`config.mk`:
```
export PLATFORM = sky130hd
export DESIGN_NAME = mem_lsu
export DESIGN_NICKNAME = d
export VERILOG_FILES = /design/src/rtl/mem_lsu_pkg.sv /design/src/rtl/lsu_align.sv /design/src/rtl/mem_lsu.sv
export SDC_FILE = /design/constraint.sdc
export NUM_CORES = 1
export LEC_CHECK = 0
export BUFFER_PORTS_ARGS = -buffer_cell sky130_fd_sc_hd__buf_2
export CAP_MARGIN = 20
export CORE_MARGIN = 1.5
export CORE_UTILIZATION = 40
export DETAILED_ROUTE_END_ITERATION = 8
export GPL_TIMING_DRIVEN = 0
export HOLD_SLACK_MARGIN = 0.12
export PLACE_DENSITY_LB_ADDON = 0.05
export SYNTH_ARGS = -nofsm -noshare
export SYNTH_HDL_FRONTEND = slang
export SYNTH_HIERARCHICAL = 1
export SYNTH_SLANG_ARGS = --single-unit
```
`constraint.sdc`:
```
create_clock -name clk -period 5.1 [get_ports clk]
set_input_delay 1.02 -clock clk [delete_from_list [all_inputs] [get_ports clk]]
set_output_delay 1.02 -clock clk [all_outputs]
set_load 0.01 [all_outputs]
```
`src/rtl/mem_lsu_pkg.sv`:
```
// Shared constants, state encoding and size helpers for the MEM-stage load/store unit.
package mem_lsu_pkg;

   localparam int unsigned XLEN = 32;
   localparam int unsigned NB   = 4;

   localparam logic [2:0] F3_B  = 3'b000;
   localparam logic [2:0] F3_H  = 3'b001;
   localparam logic [2:0] F3_W  = 3'b010;
   localparam logic [2:0] F3_BU = 3'b100;
   localparam logic [2:0] F3_HU = 3'b101;

   typedef enum logic {
      IDLE  = 1'b0,
      SPLIT = 1'b1
   } state_e;

   // Right-aligned byte mask of the access width; zero for funct3 codes with no width.
   function automatic logic [NB-1:0] size_mask(input logic [2:0] funct3);
      case (funct3)
         F3_B, F3_BU: size_mask = 4'b0001;
         F3_H, F3_HU: size_mask = 4'b0011;
         F3_W:        size_mask = 4'b1111;
         default:     size_mask = 4'b0000;
      endcase
   endfunction

   function automatic logic [2:0] size_bytes(input logic [2:0] funct3);
      case (funct3[1:0])
         2'b00:   size_bytes = 3'd1;
         2'b01:   size_bytes = 3'd2;
         default: size_bytes = 3'd4;
      endcase
   endfunction

endpackage

```
`src/rtl/lsu_align.sv`:
```
// Lane alignment for the load/store unit: store-lane shift, byte enables,
// load extraction, two-word merge and sign/zero extension.
module lsu_align
   import mem_lsu_pkg::*;
(
   input  logic            second,
   input  logic [1:0]      off,
   input  logic [2:0]      funct3,
   input  logic [XLEN-1:0] wdata,
   input  logic [XLEN-1:0] rd_data,
   input  logic [XLEN-1:0] lo,
   output logic [NB-1:0]   be_c,
   output logic [XLEN-1:0] wd_c,
   output logic [XLEN-1:0] lo_c,
   output logic [XLEN-1:0] ld_c
);

   logic [NB-1:0]   mask;
   logic [5:0]      sh_lo;
   logic [5:0]      sh_hi;
   logic [XLEN-1:0] raw;

   // The second word of a split carries the bytes that spilled past the first word.
   always_comb begin
      mask  = size_mask(funct3);
      sh_lo = {1'b0, off, 3'b000};
      sh_hi = 6'd32 - sh_lo;
      lo_c  = rd_data >> sh_lo;
      if (second) begin
         be_c = mask >> (3'd4 - {1'b0, off});
         wd_c = wdata >> sh_hi;
         raw  = lo | (rd_data << sh_hi);
      end else begin
         be_c = mask << off;
         wd_c = wdata << sh_lo;
         raw  = lo_c;
      end
      case (funct3)
         F3_B:    ld_c = {{24{raw[7]}}, raw[7:0]};
         F3_H:    ld_c = {{16{raw[15]}}, raw[15:0]};
         F3_W:    ld_c = raw;
         F3_BU:   ld_c = {24'd0, raw[7:0]};
         F3_HU:   ld_c = {16'd0, raw[15:0]};
         default: ld_c = '0;
      endcase
   end

endmodule

```
`src/rtl/mem_lsu.sv`:
```
// MEM-stage load/store unit: drives the data memory, splits word-crossing
// accesses over two cycles and registers the extended result toward WB.
module mem_lsu
   import mem_lsu_pkg::*;
#(
   parameter bit ALLOW_MISALIGNED = 1'b1
) (
   input  logic            clk,
   input  logic            rst_n,
   input  logic            req_valid,
   output logic            req_ready,
   input  logic [XLEN-1:0] req_addr,
   input  logic [XLEN-1:0] req_wdata,
   input  logic            req_we,
   input  logic [2:0]      req_funct3,
   input  logic [4:0]      req_rd,
   output logic [XLEN-1:0] dm_addr,
   output logic [XLEN-1:0] dm_wd,
   output logic [NB-1:0]   dm_be,
   output logic            dm_we,
   input  logic [XLEN-1:0] dm_rd,
   output logic            resp_valid,
   output logic [XLEN-1:0] resp_data,
   output logic [4:0]      resp_rd,
   output logic            resp_fault
);

   state_e          state_q, state_d;
   logic [XLEN-1:0] addr_q, addr_d;
   logic [XLEN-1:0] wdata_q, wdata_d;
   logic [XLEN-1:0] lo_q, lo_d;
   logic [2:0]      funct3_q, funct3_d;
   logic [4:0]      rd_q, rd_d;
   logic            we_q, we_d;
   logic            resp_valid_q, resp_valid_d;
   logic [XLEN-1:0] resp_data_q, resp_data_d;
   logic [4:0]      resp_rd_q, resp_rd_d;
   logic            resp_fault_q, resp_fault_d;

   logic            fire;
   logic            illegal;
   logic            misaligned;
   logic            crossing;
   logic            fault;
   logic [2:0]      size;
   logic [3:0]      span;

   logic            al_second;
   logic [1:0]      al_off;
   logic [2:0]      al_f3;
   logic [XLEN-1:0] al_wdata;
   logic [NB-1:0]   al_be;
   logic [XLEN-1:0] al_wd;
   logic [XLEN-1:0] al_lo;
   logic [XLEN-1:0] al_ld;

   assign req_ready  = (state_q == IDLE);
   assign fire       = req_valid && req_ready && rst_n;
   assign resp_valid = resp_valid_q;
   assign resp_data  = resp_data_q;
   assign resp_rd    = resp_rd_q;
   assign resp_fault = resp_fault_q;

   // Request decode: legality, natural alignment and word crossing.
   always_comb begin
      size = size_bytes(req_funct3);
      if (req_we) begin
         illegal = !(req_funct3 inside {F3_B, F3_H, F3_W});
      end else begin
         illegal = req_funct3 inside {3'b011, 3'b110, 3'b111};
      end
      misaligned = ((size == 3'd2) && req_addr[0]) ||
                   ((size == 3'd4) && (req_addr[1:0] != 2'b00));
      span       = 4'(req_addr[1:0]) + 4'(size);
      crossing   = (span > 4'd4);
      fault      = illegal || (misaligned && !ALLOW_MISALIGNED);
   end

   // Aligner sees the live request in IDLE and the latched one in SPLIT.
   always_comb begin
      al_second = 1'b0;
      al_off    = req_addr[1:0];
      al_f3     = req_funct3;
      al_wdata  = req_wdata;
      if (state_q == SPLIT) begin
         al_second = 1'b1;
         al_off    = addr_q[1:0];
         al_f3     = funct3_q;
         al_wdata  = wdata_q;
      end
   end

   lsu_align u_align (
      .second  (al_second),
      .off     (al_off),
      .funct3  (al_f3),
      .wdata   (al_wdata),
      .rd_data (dm_rd),
      .lo      (lo_q),
      .be_c    (al_be),
      .wd_c    (al_wd),
      .lo_c    (al_lo),
      .ld_c    (al_ld)
   );

   always_comb begin
      state_d      = state_q;
      addr_d       = addr_q;
      wdata_d      = wdata_q;
      lo_d         = lo_q;
      funct3_d     = funct3_q;
      rd_d         = rd_q;
      we_d         = we_q;
      resp_valid_d = 1'b0;
      resp_data_d  = resp_data_q;
      resp_rd_d    = resp_rd_q;
      resp_fault_d = resp_fault_q;
      dm_addr      = {req_addr[XLEN-1:2], 2'b00};
      dm_wd        = al_wd;
      dm_be        = '0;
      dm_we        = 1'b0;

      case (state_q)
         IDLE: begin
            if (fire) begin
               if (fault) begin
                  resp_valid_d = 1'b1;
                  resp_fault_d = 1'b1;
                  resp_data_d  = '0;
                  resp_rd_d    = req_rd;
               end else begin
                  dm_be = al_be;
                  dm_we = req_we;
                  if (crossing) begin
                     addr_d   = req_addr;
                     wdata_d  = req_wdata;
                     funct3_d = req_funct3;
                     rd_d     = req_rd;
                     we_d     = req_we;
                     lo_d     = al_lo;
                     state_d  = SPLIT;
                  end else begin
                     resp_valid_d = 1'b1;
                     resp_fault_d = 1'b0;
                     resp_data_d  = req_we ? '0 : al_ld;
                     resp_rd_d    = req_rd;
                  end
               end
            end
         end
         SPLIT: begin
            dm_addr      = {addr_q[XLEN-1:2], 2'b00} + 32'd4;
            dm_be        = al_be;
            dm_we        = we_q && rst_n;
            resp_valid_d = 1'b1;
            resp_fault_d = 1'b0;
            resp_data_d  = we_q ? '0 : al_ld;
            resp_rd_d    = rd_q;
            state_d      = IDLE;
         end
         default: state_d = IDLE;
      endcase
   end

   always_ff @(posedge clk or negedge rst_n) begin
      if (!rst_n) begin
         state_q      <= IDLE;
         addr_q       <= '0;
         wdata_q      <= '0;
         lo_q         <= '0;
         funct3_q     <= '0;
         rd_q         <= '0;
         we_q         <= 1'b0;
         resp_valid_q <= 1'b0;
         resp_data_q  <= '0;
         resp_rd_q    <= '0;
         resp_fault_q <= 1'b0;
      end else begin
         state_q      <= state_d;
         addr_q       <= addr_d;
         wdata_q      <= wdata_d;
         lo_q         <= lo_d;
         funct3_q     <= funct3_d;
         rd_q         <= rd_d;
         we_q         <= we_d;
         resp_valid_q <= resp_valid_d;
         resp_data_q  <= resp_data_d;
         resp_rd_q    <= resp_rd_d;
         resp_fault_q <= resp_fault_d;
      end
   end

endmodule

```
==> results.json, run 1 <==
{
  "status": "finished clean",
  "maxCapViolations": 0,
  "cts-root-buf": "clkbuf_16",
  "setup_tns_ps": 0,
  "syn_inst": 976,
  "power_uw": 4220,
  "yosysWarningCount": 6,
  "path_class": "reg2out",
  "max-slew-margin-rel_pct": 43.4,
  "cts_buffers": 17,
  "insertion_delay_ps": 450,
  "ant_nets": 0,
  "synth_edf_count": 0,
  "wire_per_inst_um": 22.4,
  "core_um2": 24300,
  "crit_required_ps": 4080,
  "die_h_um": 161,
  "drt_first_pass_iters": 7,
  "cp.arrival_ps": 3880,
  "worstMarginPinSlew_ps": 847,
  "cts.sinks": 145,
  "finClkSkew_ps": 21.2,
  "crit_fanout": 10,
  "final_common_cell": "buf_2",
  "grt_pass1_vias": 8889,
  "drive_above_1_share_pct": 36.6,
  "grt_use_total_pct": 27.0,
  "r2r_start": "state_q$_DFF_PN0_",
  "power.density_nw_per_um2": 350,
  "ys.flop_type": "dfrtp_1",
  "finalCritPeriodShare_pct": 96.1,
  "nets": 1322,
  "grt_max_degree": 114,
  "port_buffers": 214,
  "design_area_um2": 12100,
  "antenna_found_initial": 1,
  "start_util_pct": 40.8,
  "rsz0062_at_grt": "no",
  "start_kind": "flop",
  "syn_area_um2": 9920,
  "holdBufCountCts": 0,
  "p_leak_uw": 0.00543,
  "cts_buffer_depth": 2,
  "async_flop_share_pct": 100,
  "grt_pass1_wl_um": 52900,
  "routed_wl_um": 34600,
  "vias_per_cell": 5.95,
  "endpoint_kind": "output pin",
  "placed_area_um2": 11400,
  "num_vias": 9197,
  "fp-row-count": 57,
  "die_area_um2": 25800,
  "area_growth_pct": 21.5,
  "r2r_slack_ps": 1350,
  "synth-seq-cells": 145,
  "setup_violations": 0,
  "cts_tree": "done",
  "reg2reg_to": "resp_data[17]$_DFFE_PN0P_",
  "h-tree-depth": 4,
  "fin_crit_ps": 4900,
  "min_path_type": "in2async",
  "slew_violations": 0,
  "most-common-layout-cells": "buf_2, dfrtp_1, mux2_2",
  "drc": 0,
  "r2r_cells": 12,
  "die_x_um": 161,
  "yosysUniqueCellTypes": 71,
  "num_antenna_cells": 0,
  "seq_area_frac_synth_pct": 36.6,
  "path_clk_slew_ps": 70,
  "gr-total-overflow": 0,
  "dp_hpwl_um": 25800,
  "synth.avg_cell_area_um2": 10.2,
  "max_freq_mhz": 204,
  "io_pins": 217,
  "place.gp.congestion": 0.867,
  "irDropWorstVdd_mv": 0.215,
  "finalHoldViolCount": 0,
  "initialDrtViolationCount": 764
}
-- worst max path at each step --
stage / slack [ps] / end / start
after detailed placement: -250 / dm_be[1] / state_q$_DFF_PN0_
after global routing: 90 / dm_wd[7] / state_q$_DFF_PN0_
after floorplan: 830 / dm_be[3] / req_addr[0]
after global placement: -1590 / resp_data[22]$_DFFE_PN0P_ / rst_n
after CTS: 90 / dm_wd[15] / state_q$_DFF_PN0_
final: 200 / dm_wd[7] / state_q$_DFF_PN0_
-- layout make-up --
type	instances	area [um^2]
Sequential cell	145	3630
Tap cell	324	405
Fill cell	2378	12300
Timing Repair Buffer	215	1110
Inverter	13	48.8
Clock inverter	15	186
Clock buffer	17	425
Buffer	88	487
Multi-Input combinational cell	729	5770
-- power by group --
group / leakage, uW / switching, uW / internal (uW) / total, uW
logic: 0.00331 / 654 / 576 / 1230
clock network: 0.000297 / 632 / 666 / 1300
registers: 0.00182 / 216 / 1480 / 1700
total: 0.00543 / 1500 / 2720 / 4220
-- sequential cells by signal, indices dropped and copies added (netlist names), 3 cells and up --
signal	cells
addr_q	32
lo_q	32
resp_data	32
wdata_q	32
rd_q	5
resp_rd	5
funct3_q	3
-- per-stage QoR --
step / setup slack (ps) / cells / util, % / hold WS (ps)
2_1_floorplan: 830 / 977 / - / 452
3_3_place_gp: -1590 / 1515 / 46.9 / 462
3_5_place_dp: -255 / 1516 / 47.0 / 473
4_1_cts: 86.4 / 1546 / 49.6 / 458
5_1_grt: 88.7 / 1546 / 49.6 / 468
6_report: 196 / 1546 / 49.6 / 447
-- logic make-up (layout without fill, tap and decap cells) --
kind of cell / Yosys count / in the layout / synth area share [%]
buffers and inverters: 103 / 348 / 5.41
other: 1 / 2 / 0.0378
XOR/XNOR: 11 / 11 / 0.971
flip-flops: 145 / 145 / 36.6
multiplexers: 203 / 203 / 23.4
AO/OA/AOI/OAI: 276 / 276 / 20.5
adder cells (fa/ha/maj): 5 / 5 / 0.706
AND/OR/NAND/NOR: 232 / 232 / 12.4
-- metal layers --
| layer | wire, um | vias up | track usage, % |
|---|---|---|---|
| met5 | 13 | - | 0 |
| met3 | 2490 | 63 | 5.14 |
| li1 | - | 4190 | - |
| met4 | 902 | 2 | 9.18 |
| met2 | 16400 | 380 | 43.4 |
| met1 | 14800 | 4562 | 36.4 |
-- cells in the mapped netlist, types with 14 or more instances --
cell       number  share of area [%]
clkbuf_1       29                1.1
a31oi_1        17                1.1
a221o_1        16                1.6
nor2b_1        15               0.95
mux2_1         40                4.5
a22oi_1        23                1.7
o21ai_0        22                1.1
mux2i_1        45                4.5
a21oi_1        62                3.1
mux2_2        109                 12
dfrtp_1       145                 37
nor2_1         68                2.6
a32o_1         32                3.2
nand2_1        53                2.0
o2bb2ai_1      14                1.2
buf_2          33                1.7
-- critical path, stage by stage (launching register included) --
cell and delay, ps:
dfrtp_2 490, buf_4 220, mux2_2 340, buf_4 240, buf_6 210, inv_1 100, ha_1 410, buf_2 370
buf_4 300, mux2i_1 210, nor2_1 50, a221o_1 330, buf_2 160
-- repair_timing --
item / 4_1_cts / 5_1_grt
gates cloned: 0 / 0
endpoints found under the setup margin: 36 / 20
buffers inserted: 0 / 0
endpoints found under the hold margin: 0 / 0
gates resized for setup: 3 / 2
(Power assumes the default switching activity.)
==> inputs of run 2 (changes only) <==
--- a/config.mk
+++ b/config.mk
@@ -9,11 +9,11 @@
 export CAP_MARGIN = 20
 export CORE_MARGIN = 1.5
 export CORE_UTILIZATION = 40
+export CTS_CLUSTER_DIAMETER = 30
 export DETAILED_ROUTE_END_ITERATION = 8
 export GPL_TIMING_DRIVEN = 0
 export HOLD_SLACK_MARGIN = 0.12
 export PLACE_DENSITY_LB_ADDON = 0.05
 export SYNTH_ARGS = -nofsm -noshare
 export SYNTH_HDL_FRONTEND = slang
-export SYNTH_HIERARCHICAL = 1
 export SYNTH_SLANG_ARGS = --single-unit
==> results.json, run 2 <==
{
  "crit_required_ps": 4080,
  "cts_tree": "done",
  "worstMarginPinSlew_ps": 1070,
  "syn_inst": 1035,
  "cp.depth": 14,
  "synth_edf_count": 0,
  "status": "finished clean",
  "drive_above_1_share_pct": 32.5,
  "max_freq_mhz": 199,
  "place.gp.congestion": 0.885,
  "start_util_pct": 40.9,
  "yosysUniqueCellTypes": 71,
  "rsz0062_at_grt": "no",
  "fin_crit_ps": 5040,
  "async_flop_share_pct": 100,
  "antenna_found_initial": 3,
  "initialDrtViolationCount": 846,
  "worst-path-buf-inv": 7,
  "dp_hpwl_um": 26200,
  "finalCritPeriodShare_pct": 98.8,
  "cpLargestDelayFamily": "buffers and inverters",
  "r2r_cells": 13,
  "start_kind": "primary input",
  "endpoint_kind": "output pin",
  "cp.arrival_ps": 4020,
  "min_path_type": "in2async",
  "grt_pass1_vias": 8882,
  "port_buffers": 213,
  "path_clk_slew_ps": 60,
  "fin_util_pct": 49.7,
  "yosysTopAreaCell": "dfrtp_1",
  "num-fill-cells": 2325,
  "most-common-layout-cells": "buf_2, dfrtp_1, nand2_1",
  "slew_violations": 0,
  "cts_buffer_depth": 2,
  "area_growth_pct": 21.4,
  "synth_top_area_share_pct": 37.6,
  "cts-root-buf": "clkbuf_16",
  "power_uw": 4080,
  "drc": 0,
  "power.density_nw_per_um2": 348,
  "syn_area_um2": 9660,
  "finalHoldViolCount": 0,
  "ant_nets": 0,
  "die_x_um": 158,
  "maxCapViolations": 0,
  "max-slew-margin-rel_pct": 28.3,
  "h-tree-depth": 4,
  "insertion_delay_ps": 440,
  "cp_cell_sequence": "buf_2 -> mux2_4 -> buf_12 -> clkinv_8 -> buf_4 -> ha_1 -> buf_2 -> nor2b_2 -> nand2_1 -> clkbuf_4 -> nor2_1 -> a211oi_1 -> o22ai_1 -> buf_2",
  "cpMostUsedCell": "buf_2",
  "setup_violations": 0,
  "grt_use_total_pct": 29.3,
  "fp-row-count": 56,
  "gr-total-overflow": 0,
  "holdBufCountCts": 0,
  "die_h_um": 158,
  "post-synth-top-count-cell": "dfrtp_1",
  "die_area_um2": 25100,
  "holdWs_ps": 476,
  "synth-seq-cells": 145,
  "vias_per_cell": 5.82,
  "postCtsSetupBuffers": 0,
  "seq_area_frac_synth_pct": 37.6,
  "p_leak_uw": 0.00534,
  "irDropWorstVdd_mv": 0.196,
  "nets": 1380,
  "num_vias": 9308,
  "routed_wl_um": 36400,
  "drt_first_pass_iters": 6,
  "synth_common_cells": "dfrtp_1, nand2_1, mux2_2",
  "path_class": "in2out",
  "grt_pass1_wl_um": 54100,
  "pre_cts_slack_ps": -511,
  "synth.avg_cell_area_um2": 9.33,
  "grt_max_degree": 100,
  "wire_per_inst_um": 22.7,
  "yosysWarningCount": 0,
  "cts_buffers": 17,
  "final_common_cell": "buf_2",
  "io_pins": 217,
  "cts.sinks": 145,
  "setup_ws_ps": 62.5,
  "regArea_um2": 3630,
  "multi_input_area_um2": 5510,
  "crit_path_top_delay_cell": "nor2b_2",
  "ys.flop_type": "dfrtp_1",
  "crit_fanout": 18,
  "worst_path_largest_cell_delay_ps": 390,
  "core_um2": 23600,
  "finClkSkew_ps": 10.9,
  "synth_area_leaders": "dfrtp_1, mux2_2, mux2i_1"
}
run 2: logic make-up after synthesis:
| kind of cell | after synthesis | synth area share [%] |
|---|---|---|
| and+or+nand+nor | 294 | 14.2 |
| AOI/OAI and AO/OA | 286 | 19.8 |
| muxes | 175 | 19.4 |
| DFF | 145 | 37.6 |
| buffers and inverters | 101 | 5.63 |
| xor gates and xnor gates | 27 | 2.45 |
| adders and majority gates | 6 | 0.829 |
| other | 1 | 0.0388 |
run 2: per-layer routing:
layer / share of wire [%] / vias up / track usage (%)
li1: - / 4310 / -
met1: 43 / 4477 / 39.4
met2: 46 / 454 / 46.7
met3: 8.0 / 65 / 5.72
met4: 3.0 / 2 / 10.7
met5: 0.027 / - / 0
run 2: metrics by stage:
stage,cells,instance area (um^2),TNS [ps]
2_1_floorplan,1036,9660,0
3_3_place_gp,1568,11100,-139360
3_5_place_dp,1569,11200,-5360
4_1_cts,1598,11700,0
5_1_grt,1599,11700,0
6_report,1600,11700,0
run 2: area by class of cell:
class                   instances  area share (%)
multi-input cells             790            46.9
flip-flops and latches        145            30.9
repair buffers                214            9.41
plain buffers                  87            4.15
clock buffers                  19            3.69
well taps                     319            3.40
clock inverters                12           0.939
inverters                      12           0.491
diodes                          2          0.0427
run 2: what timing repair did:
item,in CTS,in global routing
resized for setup,8,0
setup endpoints to repair,32,0
endpoints found under the hold margin,0,0
run 2: path summary, 6_finish.rpt:
path	startpoint	endpoint	slack, ps
setup / recovery	req_addr[0]	dm_wd[14]	60
max in group asynchronous	rst_n	wdata_q[10]$_DFFE_PN0P_	3750
setup reg to reg	state_q$_DFF_PN0_	resp_data[19]$_DFFE_PN0P_	1470
hold / removal	rst_n	resp_rd[4]$_DFFE_PN0P_	480
hold reg to reg	lo_q[5]$_DFFE_PN0P_	lo_q[5]$_DFFE_PN0P_	480
min in group clk	lo_q[5]$_DFFE_PN0P_	lo_q[5]$_DFFE_PN0P_	480
run 2: worst reg2reg max path: stages (launching register included):
cell and delay [ps]:
dfrtp_1 370, buf_6 130, buf_8 140, mux2_4 310
buf_12 150, clkinv_8 120, buf_4 220, ha_1 240
buf_2 200, nor2_1 250, clkbuf_1 600, a31oi_1 180
a31oi_1 440, a221o_1 210
run 2: power breakdown:
part	internal [uW]	switching, uW
logic	530	639
registers	1460	231
clock network	670	546
total	2660	1420
==> inputs of run 3 (changes only) <==
--- a/config.mk
+++ b/config.mk
@@ -7,10 +7,10 @@
 export LEC_CHECK = 0
 export BUFFER_PORTS_ARGS = -buffer_cell sky130_fd_sc_hd__buf_2
 export CAP_MARGIN = 20
-export CORE_MARGIN = 1.5
 export CORE_UTILIZATION = 40
 export CTS_CLUSTER_DIAMETER = 30
 export DETAILED_ROUTE_END_ITERATION = 8
+export GPL_ROUTABILITY_DRIVEN = 0
 export GPL_TIMING_DRIVEN = 0
 export HOLD_SLACK_MARGIN = 0.12
 export PLACE_DENSITY_LB_ADDON = 0.05
==> constraint.sdc (replaced) <==
create_clock -name clk -period 5.1 [get_ports clk]
set_input_delay 1.02 -clock clk [delete_from_list [all_inputs] [get_ports clk]]
set_output_delay 1.02 -clock clk [all_outputs]
set_load 0.005 [all_outputs]
==> results.json, run 3 (synthesized netlist as in run 2, its figures left out) <==
{
  "endpoint_kind": "output pin",
  "cts-resized-gates": 7,
  "h-tree-depth": 4,
  "cts_buffers": 17,
  "drt_first_pass_iters": 8,
  "num-fill-cells": 2321,
  "nets": 1380,
  "final_common_cell": "buf_2",
  "maxCapViolations": 0,
  "power.density_nw_per_um2": 348,
  "fin_crit_ps": 4980,
  "grt_use_total_pct": 29.7,
  "drive_above_1_share_pct": 32.6,
  "die_area_um2": 24800,
  "port_buffers": 213,
  "io_pins": 217,
  "finalHoldViolCount": 0,
  "ant_nets": 0,
  "crit_required_ps": 4080,
  "start_util_pct": 40.9,
  "finClkSkew_ps": 7.39,
  "status": "finished clean",
  "crit_path_top_delay_cell": "clkbuf_4",
  "cts_tree": "done",
  "cpMostUsedCell": "buf_2",
  "dp_hpwl_um": 26000,
  "num_vias": 9365,
  "path_class": "in2out",
  "drc": 0,
  "wire_per_inst_um": 22.7,
  "slew_violations": 0,
  "start_kind": "primary input",
  "finalCritPeriodShare_pct": 97.6,
  "p_leak_uw": 0.00535,
  "path_clk_slew_ps": 60,
  "fp-row-count": 56,
  "min_path_type": "in2async",
  "initialDrtViolationCount": 948,
  "cts.sinks": 145,
  "antenna_found_initial": 3,
  "grt_pass1_vias": 8701,
  "placed_area_um2": 11200,
  "worstMarginPinSlew_ps": 960,
  "max_freq_mhz": 201,
  "insertion_delay_ps": 440,
  "die_x_um": 157,
  "dp.cells": 1569,
  "gr-total-overflow": 0,
  "cts_buffer_depth": 2,
  "rsz0062_at_grt": "no",
  "area_growth_pct": 21.8,
  "cp_cell_sequence": "buf_2 -> buf_2 -> mux2_4 -> inv_2 -> buf_4 -> ha_1 -> buf_2 -> nor2b_2 -> nand2_1 -> clkbuf_4 -> nor2_1 -> a211oi_1 -> o22ai_1 -> buf_2",
  "postCtsSetupBuffers": 0,
  "most-common-layout-cells": "buf_2, dfrtp_1, nand2_1",
  "cp.arrival_ps": 3960,
  "irDropWorstVdd_mv": 0.206,
  "design_area_um2": 11800,
  "routed_wl_um": 36300,
  "worst_path_largest_cell_delay_ps": 370,
  "max-slew-margin-rel_pct": 35.7,
  "grt_pass1_wl_um": 54000,
  "cts-root-buf": "clkbuf_16",
  "setup_violations": 0,
  "crit_fanout": 10,
  "stdcell_count": 1600,
  "r2r_cells": 14,
  "grt_max_degree": 101,
  "core_um2": 23600,
  "holdBufCountCts": 0,
  "vias_per_cell": 5.85,
  "die_h_um": 157
}
==> run 3: worst paths after layout <==
path	from	slack (ps)	endpoint
worst max register to register	state_q$_DFF_PN0_	1360	resp_data[26]$_DFFE_PN0P_
worst min register to register	lo_q[17]$_DFFE_PN0P_	480	lo_q[17]$_DFFE_PN0P_
worst min-delay path	rst_n	480	rd_q[4]$_DFFE_PN0P_
max in group asynchronous	rst_n	3750	wdata_q[23]$_DFFE_PN0P_
min in group clk	lo_q[17]$_DFFE_PN0P_	480	lo_q[17]$_DFFE_PN0P_
worst max-delay path	req_addr[1]	120	dm_wd[14]
==> run 3: layer usage <==
layer | GRT usage, % | vias up | share of wire [%]
met3 | 6.50 | 66 | 8.6
li1 | - | 4300 | -
met5 | 0 | - | 0.028
met1 | 40.5 | 4540 | 43
met2 | 46.7 | 457 | 46
met4 | 9.57 | 2 | 2.4
==> run 3: power by group <==
part / internal, uW / switching [uW] / total, uW
Clock: 706 / 562 / 1270
Sequential: 1460 / 231 / 1690
Combinational: 529 / 602 / 1130
Total: 2700 / 1390 / 4090
==> run 3: area by class of cell <==
type / count / area (um^2) / area share, %
Multi-Input combinational cell: 790 / 5510 / 46.8
Sequential cell: 145 / 3630 / 30.8
Timing Repair Buffer: 214 / 1100 / 9.38
Buffer: 87 / 485 / 4.13
Clock buffer: 20 / 457 / 3.88
Tap cell: 319 / 399 / 3.39
Clock inverter: 12 / 123 / 1.04
Inverter: 12 / 57.6 / 0.489
Antenna cell: 1 / 2.50 / 0.0213
==> run 3: stage by stage <==
stage	hold slack [ps]	utilization (%)	power [uW]	setup TNS, ps	setup WS (ps)
floorplan	441	-	2390	0	726
global placement	462	47.1	2800	-136380	-1560
detailed placement	467	47.3	2830	-5670	-517
CTS	481	49.8	4090	0	209
global route	495	49.8	4310	0	33.2
finish	479	49.8	4090	0	121
==> run 3: critical path, delay by kind of cell <==
family                   cells  cell delay [ps]
AO/OA/AOI/OAI                2              390
adder cells (fa/ha/maj)      1              200
buffers and inverters        7             1450
multiplexers                 1              330
AND/OR/NAND/NOR              3              560
